File: src/rtl/rv_pkg.sv
// Shared RV decode constants: major opcodes, issue FSM encoding, immediate formats.
package rv_pkg;

  localparam logic [6:0] OP        = 7'b0110011;
  localparam logic [6:0] OP_IMM    = 7'b0010011;
  localparam logic [6:0] OP_32     = 7'b0111011;
  localparam logic [6:0] OP_IMM_32 = 7'b0011011;
  localparam logic [6:0] LOAD      = 7'b0000011;
  localparam logic [6:0] STORE     = 7'b0100011;
  localparam logic [6:0] BRANCH    = 7'b1100011;
  localparam logic [6:0] JAL       = 7'b1101111;
  localparam logic [6:0] JALR      = 7'b1100111;
  localparam logic [6:0] LUI       = 7'b0110111;
  localparam logic [6:0] AUIPC     = 7'b0010111;
  localparam logic [6:0] SYSTEM    = 7'b1110011;

  localparam logic [31:0] NOP_INSN = 32'h0000_0013;

  typedef enum logic [1:0] {
    ST_RUN       = 2'd0,
    ST_BR_WAIT   = 2'd1,
    ST_TRAP_WAIT = 2'd2
  } issue_state_t;

  // funct12 values of the SYSTEM ops that leave a trap/xRET outstanding
  function automatic logic is_trap_op(input logic [31:0] ir);
    return (ir[6:0] == SYSTEM) && (ir[14:12] == 3'b000) &&
           ((ir[31:20] == 12'h000) || (ir[31:20] == 12'h001) || (ir[31:20] == 12'h302));
  endfunction

endpackage

File: src/rtl/fwd_select.sv
// Priority forwarding mux for one source operand; index 0 is the youngest producer.
module fwd_select #(
  parameter int XLEN    = 64,
  parameter int NUM_FWD = 3
) (
  input  logic [NUM_FWD-1:0]      fwd_v,
  input  logic [5*NUM_FWD-1:0]    fwd_rd,
  input  logic [XLEN*NUM_FWD-1:0] fwd_data,
  input  logic [NUM_FWD-1:0]      fwd_pend,
  input  logic [4:0]              rs,
  input  logic [XLEN-1:0]         rf_data,
  output logic [XLEN-1:0]         data,
  output logic                    pend
);

  logic [NUM_FWD-1:0] hit;

  generate
    for (genvar gi = 0; gi < NUM_FWD; gi++) begin : g_hit
      assign hit[gi] = fwd_v[gi] && (fwd_rd[5*gi +: 5] == rs) && (rs != 5'd0);
    end
  endgenerate

  // Walk oldest to youngest so the lowest matching index is the last writer.
  always_comb begin
    data = (rs == 5'd0) ? '0 : rf_data;
    pend = 1'b0;
    for (int i = NUM_FWD - 1; i >= 0; i--) begin
      if (hit[i]) begin
        data = fwd_data[XLEN*i +: XLEN];
        pend = fwd_pend[i];
      end
    end
  end

endmodule

File: src/rtl/decode_issue_stage.sv
// Decode/issue stage: immediate generation, operand forwarding, load-use interlock,
// branch/trap issue hold and the EXE latch with a valid/ready handshake.
module decode_issue_stage
  import rv_pkg::*;
#(
  parameter int XLEN     = 64,
  parameter int NUM_FWD  = 3,
  parameter int CNT_W    = 16,
  parameter int BR_STALL = 1
) (
  input  logic                    CLK,
  input  logic                    RESET_N,
  input  logic                    DE_V,
  input  logic [31:0]             DE_IR,
  input  logic [XLEN-1:0]         DE_PC,
  output logic                    DE_READY,
  output logic [4:0]              RF_RS1_ADDR,
  output logic [4:0]              RF_RS2_ADDR,
  input  logic [XLEN-1:0]         RF_RS1_DATA,
  input  logic [XLEN-1:0]         RF_RS2_DATA,
  input  logic [NUM_FWD-1:0]      FWD_V,
  input  logic [5*NUM_FWD-1:0]    FWD_RD,
  input  logic [XLEN*NUM_FWD-1:0] FWD_DATA,
  input  logic [NUM_FWD-1:0]      FWD_PEND,
  input  logic                    FLUSH,
  input  logic                    BR_RESOLVE,
  input  logic                    TRAP_DONE,
  input  logic                    EXE_READY,
  output logic                    EXE_V,
  output logic [31:0]             EXE_IR,
  output logic [XLEN-1:0]         EXE_PC,
  output logic [XLEN-1:0]         EXE_OP1,
  output logic [XLEN-1:0]         EXE_OP2,
  output logic [XLEN-1:0]         EXE_RS2,
  output logic [XLEN-1:0]         EXE_IMM,
  output logic                    EXE_CTRL,
  output logic                    EXE_TRAP,
  output logic [CNT_W-1:0]        HAZ_CNT
);

  logic [6:0]      opcode;
  logic [2:0]      funct3;
  logic            rs1_used;
  logic            rs2_used;
  logic            is_shift;
  logic            is_ctrl;
  logic            is_trap;
  logic            hazard;
  logic            can_issue;
  logic            fire;
  logic [XLEN-1:0] imm;
  logic [XLEN-1:0] op1;
  logic [XLEN-1:0] op2;

  logic [4:0]      src_rs   [2];
  logic [XLEN-1:0] src_rf   [2];
  logic [XLEN-1:0] src_val  [2];
  logic            src_pend [2];

  issue_state_t    state_reg;
  logic            exe_v_reg;
  logic [31:0]     exe_ir_reg;
  logic [XLEN-1:0] exe_pc_reg;
  logic [XLEN-1:0] exe_op1_reg;
  logic [XLEN-1:0] exe_op2_reg;
  logic [XLEN-1:0] exe_rs2_reg;
  logic [XLEN-1:0] exe_imm_reg;
  logic            exe_ctrl_reg;
  logic            exe_trap_reg;
  logic [CNT_W-1:0] haz_cnt_reg;

  assign opcode      = DE_IR[6:0];
  assign funct3      = DE_IR[14:12];
  assign RF_RS1_ADDR = DE_IR[19:15];
  assign RF_RS2_ADDR = DE_IR[24:20];

  assign src_rs[0] = DE_IR[19:15];
  assign src_rs[1] = DE_IR[24:20];
  assign src_rf[0] = RF_RS1_DATA;
  assign src_rf[1] = RF_RS2_DATA;

  generate
    for (genvar gi = 0; gi < 2; gi++) begin : g_src
      fwd_select #(
        .XLEN    (XLEN),
        .NUM_FWD (NUM_FWD)
      ) u_fwd (
        .fwd_v    (FWD_V),
        .fwd_rd   (FWD_RD),
        .fwd_data (FWD_DATA),
        .fwd_pend (FWD_PEND),
        .rs       (src_rs[gi]),
        .rf_data  (src_rf[gi]),
        .data     (src_val[gi]),
        .pend     (src_pend[gi])
      );
    end
  endgenerate

  // CSR register forms read rs1; the immediate forms (funct3[2]=1) do not.
  always_comb begin
    rs1_used = 1'b0;
    rs2_used = 1'b0;
    case (opcode)
      OP, OP_32, STORE, BRANCH:        begin rs1_used = 1'b1; rs2_used = 1'b1; end
      OP_IMM, OP_IMM_32, LOAD, JALR:   rs1_used = 1'b1;
      SYSTEM:                          rs1_used = (funct3 != 3'b000) && !funct3[2];
      default:                         ;
    endcase
  end

  assign is_shift = (funct3 == 3'b001) || (funct3 == 3'b101);
  assign is_ctrl  = (opcode == BRANCH) || (opcode == JAL) || (opcode == JALR);
  assign is_trap  = is_trap_op(DE_IR);

  always_comb begin
    imm = '0;
    case (opcode)
      OP_IMM: begin
        if (is_shift)
          imm = (XLEN == 64) ? XLEN'(DE_IR[25:20]) : XLEN'(DE_IR[24:20]);
        else
          imm = XLEN'($signed(DE_IR[31:20]));
      end
      OP_IMM_32: begin
        if (is_shift)
          imm = XLEN'(DE_IR[24:20]);
        else
          imm = XLEN'($signed(DE_IR[31:20]));
      end
      LOAD, JALR, SYSTEM: imm = XLEN'($signed(DE_IR[31:20]));
      STORE:        imm = XLEN'($signed({DE_IR[31:25], DE_IR[11:7]}));
      BRANCH:       imm = XLEN'($signed({DE_IR[31], DE_IR[7], DE_IR[30:25], DE_IR[11:8], 1'b0}));
      LUI, AUIPC:   imm = XLEN'($signed({DE_IR[31:12], 12'h000}));
      JAL:          imm = XLEN'($signed({DE_IR[31], DE_IR[19:12], DE_IR[20], DE_IR[30:21], 1'b0}));
      default:      imm = '0;
    endcase
  end

  always_comb begin
    case (opcode)
      AUIPC, JAL: op1 = DE_PC;
      LUI:        op1 = '0;
      default:    op1 = src_val[0];
    endcase
    case (opcode)
      OP, OP_32, BRANCH: op2 = src_val[1];
      default:           op2 = imm;
    endcase
  end

  assign hazard    = (rs1_used && src_pend[0]) || (rs2_used && src_pend[1]);
  assign can_issue = (state_reg == ST_RUN) && !hazard && (!exe_v_reg || EXE_READY) && !FLUSH;
  assign fire      = DE_V && can_issue;
  assign DE_READY  = can_issue;

  always_ff @(posedge CLK) begin
    if (!RESET_N) begin
      state_reg    <= ST_RUN;
      exe_v_reg    <= 1'b0;
      exe_ir_reg   <= NOP_INSN;
      exe_pc_reg   <= '0;
      exe_op1_reg  <= '0;
      exe_op2_reg  <= '0;
      exe_rs2_reg  <= '0;
      exe_imm_reg  <= '0;
      exe_ctrl_reg <= 1'b0;
      exe_trap_reg <= 1'b0;
      haz_cnt_reg  <= '0;
    end else begin
      if (FLUSH) begin
        exe_v_reg <= 1'b0;
      end else if (fire) begin
        exe_v_reg    <= 1'b1;
        exe_ir_reg   <= DE_IR;
        exe_pc_reg   <= DE_PC;
        exe_op1_reg  <= op1;
        exe_op2_reg  <= op2;
        exe_rs2_reg  <= src_val[1];
        exe_imm_reg  <= imm;
        exe_ctrl_reg <= is_ctrl;
        exe_trap_reg <= is_trap;
      end else if (EXE_READY) begin
        exe_v_reg <= 1'b0;
      end

      if (FLUSH) begin
        state_reg <= ST_RUN;
      end else begin
        case (state_reg)
          ST_RUN: begin
            if (fire && is_trap)
              state_reg <= ST_TRAP_WAIT;
            else if (fire && is_ctrl && (BR_STALL != 0))
              state_reg <= ST_BR_WAIT;
          end
          ST_BR_WAIT:   if (BR_RESOLVE) state_reg <= ST_RUN;
          ST_TRAP_WAIT: if (TRAP_DONE)  state_reg <= ST_RUN;
          default:      state_reg <= ST_RUN;
        endcase
      end

      if (DE_V && (state_reg == ST_RUN) && hazard && !FLUSH && (haz_cnt_reg != {CNT_W{1'b1}}))
        haz_cnt_reg <= haz_cnt_reg + CNT_W'(1);
    end
  end

  assign EXE_V    = exe_v_reg;
  assign EXE_IR   = exe_ir_reg;
  assign EXE_PC   = exe_pc_reg;
  assign EXE_OP1  = exe_op1_reg;
  assign EXE_OP2  = exe_op2_reg;
  assign EXE_RS2  = exe_rs2_reg;
  assign EXE_IMM  = exe_imm_reg;
  assign EXE_CTRL = exe_ctrl_reg;
  assign EXE_TRAP = exe_trap_reg;
  assign HAZ_CNT  = haz_cnt_reg;

endmodule

File: config.mk
export PLATFORM = sky130hd
export DESIGN_NAME = decode_issue_stage
export DESIGN_NICKNAME = d
export VERILOG_FILES = /design/src/rtl/rv_pkg.sv /design/src/rtl/fwd_select.sv /design/src/rtl/decode_issue_stage.sv
export SDC_FILE = /design/constraint.sdc
export NUM_CORES = 1
export LEC_CHECK = 0
export ABC_AREA = 1
export CORE_AREA = 10 10 317 319
export CTS_BUF_LIST = sky130_fd_sc_hd__clkbuf_2
export CTS_CLUSTER_DIAMETER = 150
export CTS_CLUSTER_SIZE = 30
export DETAILED_ROUTE_END_ITERATION = 12
export DIE_AREA = 0 0 327 329
export HOLD_SLACK_MARGIN = 0.06
export SLEW_MARGIN = 20
export SYNTH_ARGS = -nofsm -noshare
export SYNTH_HDL_FRONTEND = slang
export SYNTH_SLANG_ARGS = --single-unit
File: constraint.sdc
create_clock -name CLK -period 2.7 [get_ports CLK]
set_clock_uncertainty 0.15 [all_clocks]
set_input_delay 0.27 -clock CLK [delete_from_list [all_inputs] [get_ports CLK]]
set_output_delay 0.27 -clock CLK [all_outputs]
set_load 0.02 [all_outputs]
* After elaboration in Yosys (flattened, before gate mapping) *
Cells that the tools add are included.

cells by class
  add/subtract/negate cells = 1
  eq/ne operators = 28
  multiplexer cells = 28
  bitwise gates (word level) = 2
  reductions and logical operators = 56

operator list
  operator                                               count
  2-to-1 mux 64 bit                                      11
  one-hot mux 64 bit (7 select lines)                    1
  one-hot mux 64 bit (2 select lines)                    1
  equality test 5 bit                                    6
  equality test 7 x 6 -> 1 bit, second input constant    4
  equality test 7 bit, second input constant             4
  logical AND 1 bit                                      27
  equality test 7 x 5 -> 1 bit, second input constant    3
  adder 16 x 1 -> 16 bit, second input constant          1
  inequality test 16 bit, second input constant          1
  equality test 12 x 1 -> 1 bit, second input constant   1
  equality test 12 x 10 -> 1 bit, second input constant  1
  logical NOT 12 bit                                     1
  logical NOT 5 bit                                      2
  nonzero test 5 bit                                     2
  2-to-1 mux 1 bit                                       9
  2-to-1 mux 2 bit                                       4
  OR reduction 8 bit                                     1
  equality test 7 x 2 -> 1 bit, second input constant    1
  logical OR 1 bit                                       7
  one-hot mux 2 bit (3 select lines)                     1
  OR reduction 2 bit                                     3
  OR reduction 3 bit                                     2
  logical NOT 1 bit                                      4
  15 further kinds                                       17

storage, ports and cells
  bits in registers = 373
  input port bits = 444
  output and inout bits = 382
  logic and storage cells = 126

* Depth between registers and ports, before layout *
  depth in word-level cells = 17
  mapped depth = 18

* Hierarchy *
From an unflattened synthesis, not the netlist that was laid out.

second synthesis, totals
  cell total of the unflattened synthesis = 4,015
  area total of the unflattened synthesis = 22,963.3 um2

modules (own cells, without submodules)
  module              times used  cells an instance  area each (um2)  sequential area each (um2)
  decode_issue_stage  1           2,203              14,983.1         6,826.5
  fwd_select          2           906                3,990.1          0.0

* Worst setup path after synthesis *
No wires, ideal clock.

  kind = input to register
  from = input port DE_IR[24]
  to = register exe_op1_reg[53], in the netlist EXE_OP1[53]
  library setup time = 0.118 ns
  data arrival time = 1.856 ns
  path slack = 0.576 ns
  cell stages on the path = 16
  path through = inv_1 > nand3_1 > nor2_1 > nor2_1 > nand2_1 > nand2_1 > inv_1 > nand2_1 > nand3_1 > nand2_2 > nor2_4 > nand2_4 > buf_4 > buf_4 > nor3_1 > nor2_1

between the ends
  longest elaborated chain between the ends = 14
  elaborated cells between the ends (all ways) = 21
  those cells by class = eq/ne: 3; mux: 3; reduce/logical: 15

RTL lines
  item                              line                       RTL
  from (decl)                       decode_issue_stage.sv:14   input logic [31:0] DE_IR,
  equality test 5 bit               fwd_select.sv:20           assign hit[gi] = fwd_v[gi] && (fwd_rd[5*gi +: 5] == rs) && (rs != 5'd0);
  logical AND 1 bit (2 in a row)    fwd_select.sv:20
  2-to-1 mux 1 bit (2 in a row)     fwd_select.sv:29           if (hit[i]) begin
  2-to-1 mux 1 bit *                fwd_select.sv:29
  logical AND 1 bit *               decode_issue_stage.sv:152  assign hazard = (rs1_used && src_pend[0]) || (rs2_used && src_pend[1]);
  logical OR 1 bit *                decode_issue_stage.sv:152
  logical NOT 1 bit *               decode_issue_stage.sv:153  assign can_issue = (state_reg == ST_RUN) && !hazard && (!exe_v_reg || EXE_READY) && !FLUSH;
  logical AND 1 bit * (3 in a row)  decode_issue_stage.sv:153
  logical AND 1 bit *               decode_issue_stage.sv:154  assign fire = DE_V && can_issue;
  AND reduction 2 bit (no line) *   --
  to (signal assigned)              decode_issue_stage.sv:177  exe_op1_reg <= op1;
  to (decl)                         decode_issue_stage.sv:64   logic [XLEN-1:0] exe_op1_reg;

Mark *: on every way between the ends. The rest lies on a longest branch, timed or not.
A chain may end at the register's enable or synchronous reset.

* Final worst setup path *
  from = input port DE_IR[4]
  to = output port DE_READY

between the ends
  longest elaborated chain between the ends = 9
  elaborated cells between the ends (all ways) = 20
  those cells by class = eq/ne: 9; mux: 2; reduce/logical: 9

RTL lines
  item                                                                           line                       RTL
  equality test 7 bit, or another cell as far along                              decode_issue_stage.sv:104  case (opcode)
  OR reduction 8 bit (no line) / OR reduction 4 bit (equally long branches)      --
  one-hot mux 1 bit (2 select lines) / 2-to-1 mux 1 bit (equally long branches)  decode_issue_stage.sv:104
  logical AND 1 bit                                                              decode_issue_stage.sv:152
  logical OR 1 bit *                                                             decode_issue_stage.sv:152
  logical NOT 1 bit *                                                            decode_issue_stage.sv:153
  logical AND 1 bit * (3 in a row)                                               decode_issue_stage.sv:153
  to (decl)                                                                      decode_issue_stage.sv:16   output logic DE_READY,

Marked as above.

==> impl_metrics.csv <==
group,metric,value,unit
sta,worst-slew-pin-transition,0.670,ns
die,placement_rows,113,
finish,finish.utilization,40.7,%
routing,initialDrtViolationCount,3011,
cts,tritoncts_num_sinks,341,
global_route,grt_antenna_before_repair,51,
place,globalplace.congestion,0.943,
die,chipHeight,329,µm
logic_synthesis,syn_area,19500,µm²
sta,setup_slack,-0.193,ns
critical_path,timing.rr.start,"state_reg[1]",
place,placed_cells_incl_taps,5328,
critical_path,maximum_net_fanout_on_the_critical_path,3,
die,design.core.area,94300,µm²
die,design.die.area,108000,µm²
place,post-dp-hpwl,110,mm
hold_path,min-delay-path-class,"in -> reg",
die,top_level_ports,826,
place,place.port_buffers,825,
global_route,pin_count_of_the_biggest_net_entering_global_routing,63,
cts,clock_tree.buffer_depth,3,
die,floorplan.initialDensity,20.7,%
critical_path,critical_path_arrival,2.47,ns
hold_path,hold_path_depth,9,
critical_path,worst-endpoint-required,2.28,ns
critical_path,timing.reg2reg.worst_path_depth,11,
finish,fillerInstances,9842,
die,die_w,327,µm
cts,clk_root_buffer_cell,"sky130_fd_sc_hd__clkbuf_2",
cts,worst_setup_hold_path_clk_slew,0.56,ns
sta,period_needed,2.89,ns
critical_path,worst_setup_path_start_kind,"input port",
routing,post_drt_via_cell_ratio,4.86,
sta,slew-limit-headroom,55.3,%
power,static-leakage-power,17.0,nW
cts,clk-insertion-delay-late,1.22,ns
hold_path,timing.hold.worst.start,"DE_IR[3]",
global_route,global_route_wire_length_before_repair,203,mm
logic_synthesis,mappedNetlistNets,3637,
sta,rsz0062_at_grt,"true",
finish,post_layout_nonfiller_instances,6076,
sta,setup_viol,2,
cts,tritoncts_clock_tree,"yes",
cts,cts-htree-levels,1,
global_route,track_usage,25.2,%
place,detailedPlace.worstSlack,-0.717,ns
finish,mostFrequentLayoutCells,"sky130_fd_sc_hd__nand2_1, sky130_fd_sc_hd__dlygate4sd3_1, sky130_fd_sc_hd__a21oi_1, sky130_fd_sc_hd__clkdlybuf4s50_1, sky130_fd_sc_hd__dlygate4sd2_1",
finish,syn_to_final_growth,96.5,%
run_status,run_status,"finished, violations left",
job,cap_viol_max_count,0,
power,pwr_density_cell,312,nW/µm²
cts,number_of_clock_buffers_inserted_by_tritoncts,15,
power,ir_worst_vdd,0.479,mV
routing,routed_wire_length,147,mm
logic_synthesis,postSynthAreaPerCell,6.11,µm²
finish,layout.nets,5213,
finish,drive_gt1_share,14.6,%
sta,drv_slew,0,
logic_synthesis,yosysUniqueCellTypes,37,
global_route,globalRouteOverflowTotal,0,
critical_path,worst-setup-path-type,"in -> out",
logic_synthesis,synth_seq_area_share,35.0,%
sta,period_share,107,%
run_status,violated_checks,"negative setup slack",
routing,firstDrtPassIters,6,
critical_path,end_kind,"output port",
routing,post_route_drc,0,
logic_synthesis,synth_warnings,0,
critical_path,timing.rr.end,"EXE_RS2[57]",
power,design_power_total,12.0,mW
hold_path,worst_hold_path.endpoint,"EXE_IMM[5]",
sta,achievable-frequency,0.346,GHz
finish,mostFrequentLayoutCell,"sky130_fd_sc_hd__nand2_1",
routing,vias,29500,
logic_synthesis,ys_seq_elements,341,
sta,fin_setup_tns,-0.196,ns
sta,finalHoldViolations,0,
logic_synthesis,syn-instance-count,3192,
routing,routed_length_per_instance,24.1,µm
global_route,number_of_global_route_vias_before_repair,29000,
critical_path,reg2reg_slack,0.05,ns
routing,final_antenna_net_count,0,
==> area by class of cell <==
cell class              count  area, µm²  area share [%]
repair buffers           1841      18000            46.9
multi-input cells        2422      10900            28.5
flip-flops and latches    341       7050            18.4
well taps                1265       1580            4.13
inverters                 147        567            1.48
diodes                     41        103           0.268
clock buffers              15       75.1           0.196
clock inverters             4       51.3           0.134
==> critical path, cell delays in order <==
cell and delay [ns]:
sky130_fd_sc_hd__clkdlybuf4s50_1 0.44, sky130_fd_sc_hd__buf_4 0.16, sky130_fd_sc_hd__dlygate4sd3_1 0.58, sky130_fd_sc_hd__nand2_1 0.09
sky130_fd_sc_hd__nor2_1 0.04, sky130_fd_sc_hd__nand4_1 0.09, sky130_fd_sc_hd__nand2_1 0.07, sky130_fd_sc_hd__nor2_2 0.10
sky130_fd_sc_hd__nor2_1 0.05, sky130_fd_sc_hd__nand2_1 0.08, sky130_fd_sc_hd__nand2_2 0.09, sky130_fd_sc_hd__nor2_4 0.15
sky130_fd_sc_hd__buf_12 0.15, sky130_fd_sc_hd__buf_12 0.11
==> report_power, final <==
group	switching [mW]	leakage (nW)	internal [mW]
combinational	2.18	14.1	2.28
sequential	0.106	2.85	5.29
clock	1.86	0.0869	0.263
==> logic make-up (layout without fill, tap and decap cells) <==
logic type	after synthesis	after routing	synth area share, %
other	0	41	0
buffers and inverters	429	2007	9.86
DFF	341	341	35.0
AOI/OAI and AO/OA	793	793	21.4
adders and majority gates	1	1	0.0641
and+or+nand+nor	1618	1618	33.2
xor gates and xnor gates	10	10	0.449
==> metrics by stage <==
step / instance area, µm² / hold slack (ns)
global route: 38300 / 0.0628
finish: 38300 / 0.0481
floorplan: 19500 / 0.233
global placement: 31200 / 0.301
detailed placement: 31200 / 0.304
CTS: 37500 / 0.0607
==> timing repair <==
item	in CTS	in global routing
endpoints found under the hold margin	341	75
setup buffers	19	33
cloned	1	8
setup endpoints to repair	372	185
gates resized for setup	677	93
pin swaps	1	5
hold buffers	631	9
==> cell usage after synthesis <==
cell type                   instances  area share [%]
sky130_fd_sc_hd__o21bai_1           1           0.038
sky130_fd_sc_hd__nor2_1            71             1.4
sky130_fd_sc_hd__or2_2             33             1.1
sky130_fd_sc_hd__nand3_1          115             2.9
sky130_fd_sc_hd__o2111ai_1          1           0.045
sky130_fd_sc_hd__nand2_1         1323              25
sky130_fd_sc_hd__xnor2_1            2           0.090
sky130_fd_sc_hd__buf_4             71             2.7
sky130_fd_sc_hd__nor2_2             1           0.032
sky130_fd_sc_hd__nand4_1           45             1.4
sky130_fd_sc_hd__o21ai_1           19            0.49
sky130_fd_sc_hd__nand3b_1           2           0.077
sky130_fd_sc_hd__nand2_4            1           0.058
sky130_fd_sc_hd__nand2_2            1           0.032
sky130_fd_sc_hd__inv_1            139             2.7
sky130_fd_sc_hd__buf_1             15            0.29
sky130_fd_sc_hd__inv_2              7            0.13
sky130_fd_sc_hd__clkinv_1           1           0.019
sky130_fd_sc_hd__ha_1               1           0.064
sky130_fd_sc_hd__o2111a_1           1           0.058
sky130_fd_sc_hd__nor3_1            18            0.46
sky130_fd_sc_hd__or3_1              1           0.032
sky130_fd_sc_hd__nor4_1             4            0.13
sky130_fd_sc_hd__xor2_1             8            0.36
sky130_fd_sc_hd__buf_2             38            0.97
sky130_fd_sc_hd__clkbuf_1         158             3.0
sky130_fd_sc_hd__a21boi_1           1           0.038
sky130_fd_sc_hd__nor3_2             1           0.051
sky130_fd_sc_hd__a22oi_1            1           0.038
sky130_fd_sc_hd__o211ai_1          73             2.8
sky130_fd_sc_hd__a21boi_0           4            0.15
sky130_fd_sc_hd__dfxtp_1          341              35
sky130_fd_sc_hd__or2_0              1           0.032
sky130_fd_sc_hd__nor2_4             1           0.058
sky130_fd_sc_hd__a21oi_1          489              13
sky130_fd_sc_hd__o21ai_0          202             5.2
sky130_fd_sc_hd__a31oi_1            1           0.032
==> worst max path at each step <==
stage | cells past startpoint | from | slack [ns] | endpoint
finish | 14 | DE_IR[4] | -0.19 | DE_READY
global route | 7 | state_reg[1] | -0.36 | DE_READY
CTS | 7 | state_reg[1] | -0.35 | DE_READY
detailed placement | 17 | DE_IR[20] | -0.72 | EXE_OP2[14]
global placement | 17 | DE_IR[20] | -0.76 | EXE_OP2[14]
floorplan | 16 | DE_IR[24] | 0.58 | EXE_OP1[53]
==> routing by layer <==
metal | vias to the layer above | global-route usage [%] | wire length [µm]
met1 | 14000 | 31.0 | 58400
met2 | 1694 | 41.2 | 66900
met4 | 28 | 10.8 | 7290
met5 | - | 0 | 170
li1 | 13500 | - | -
met3 | 333 | 6.73 | 14000
(Power assumes the default switching activity.)
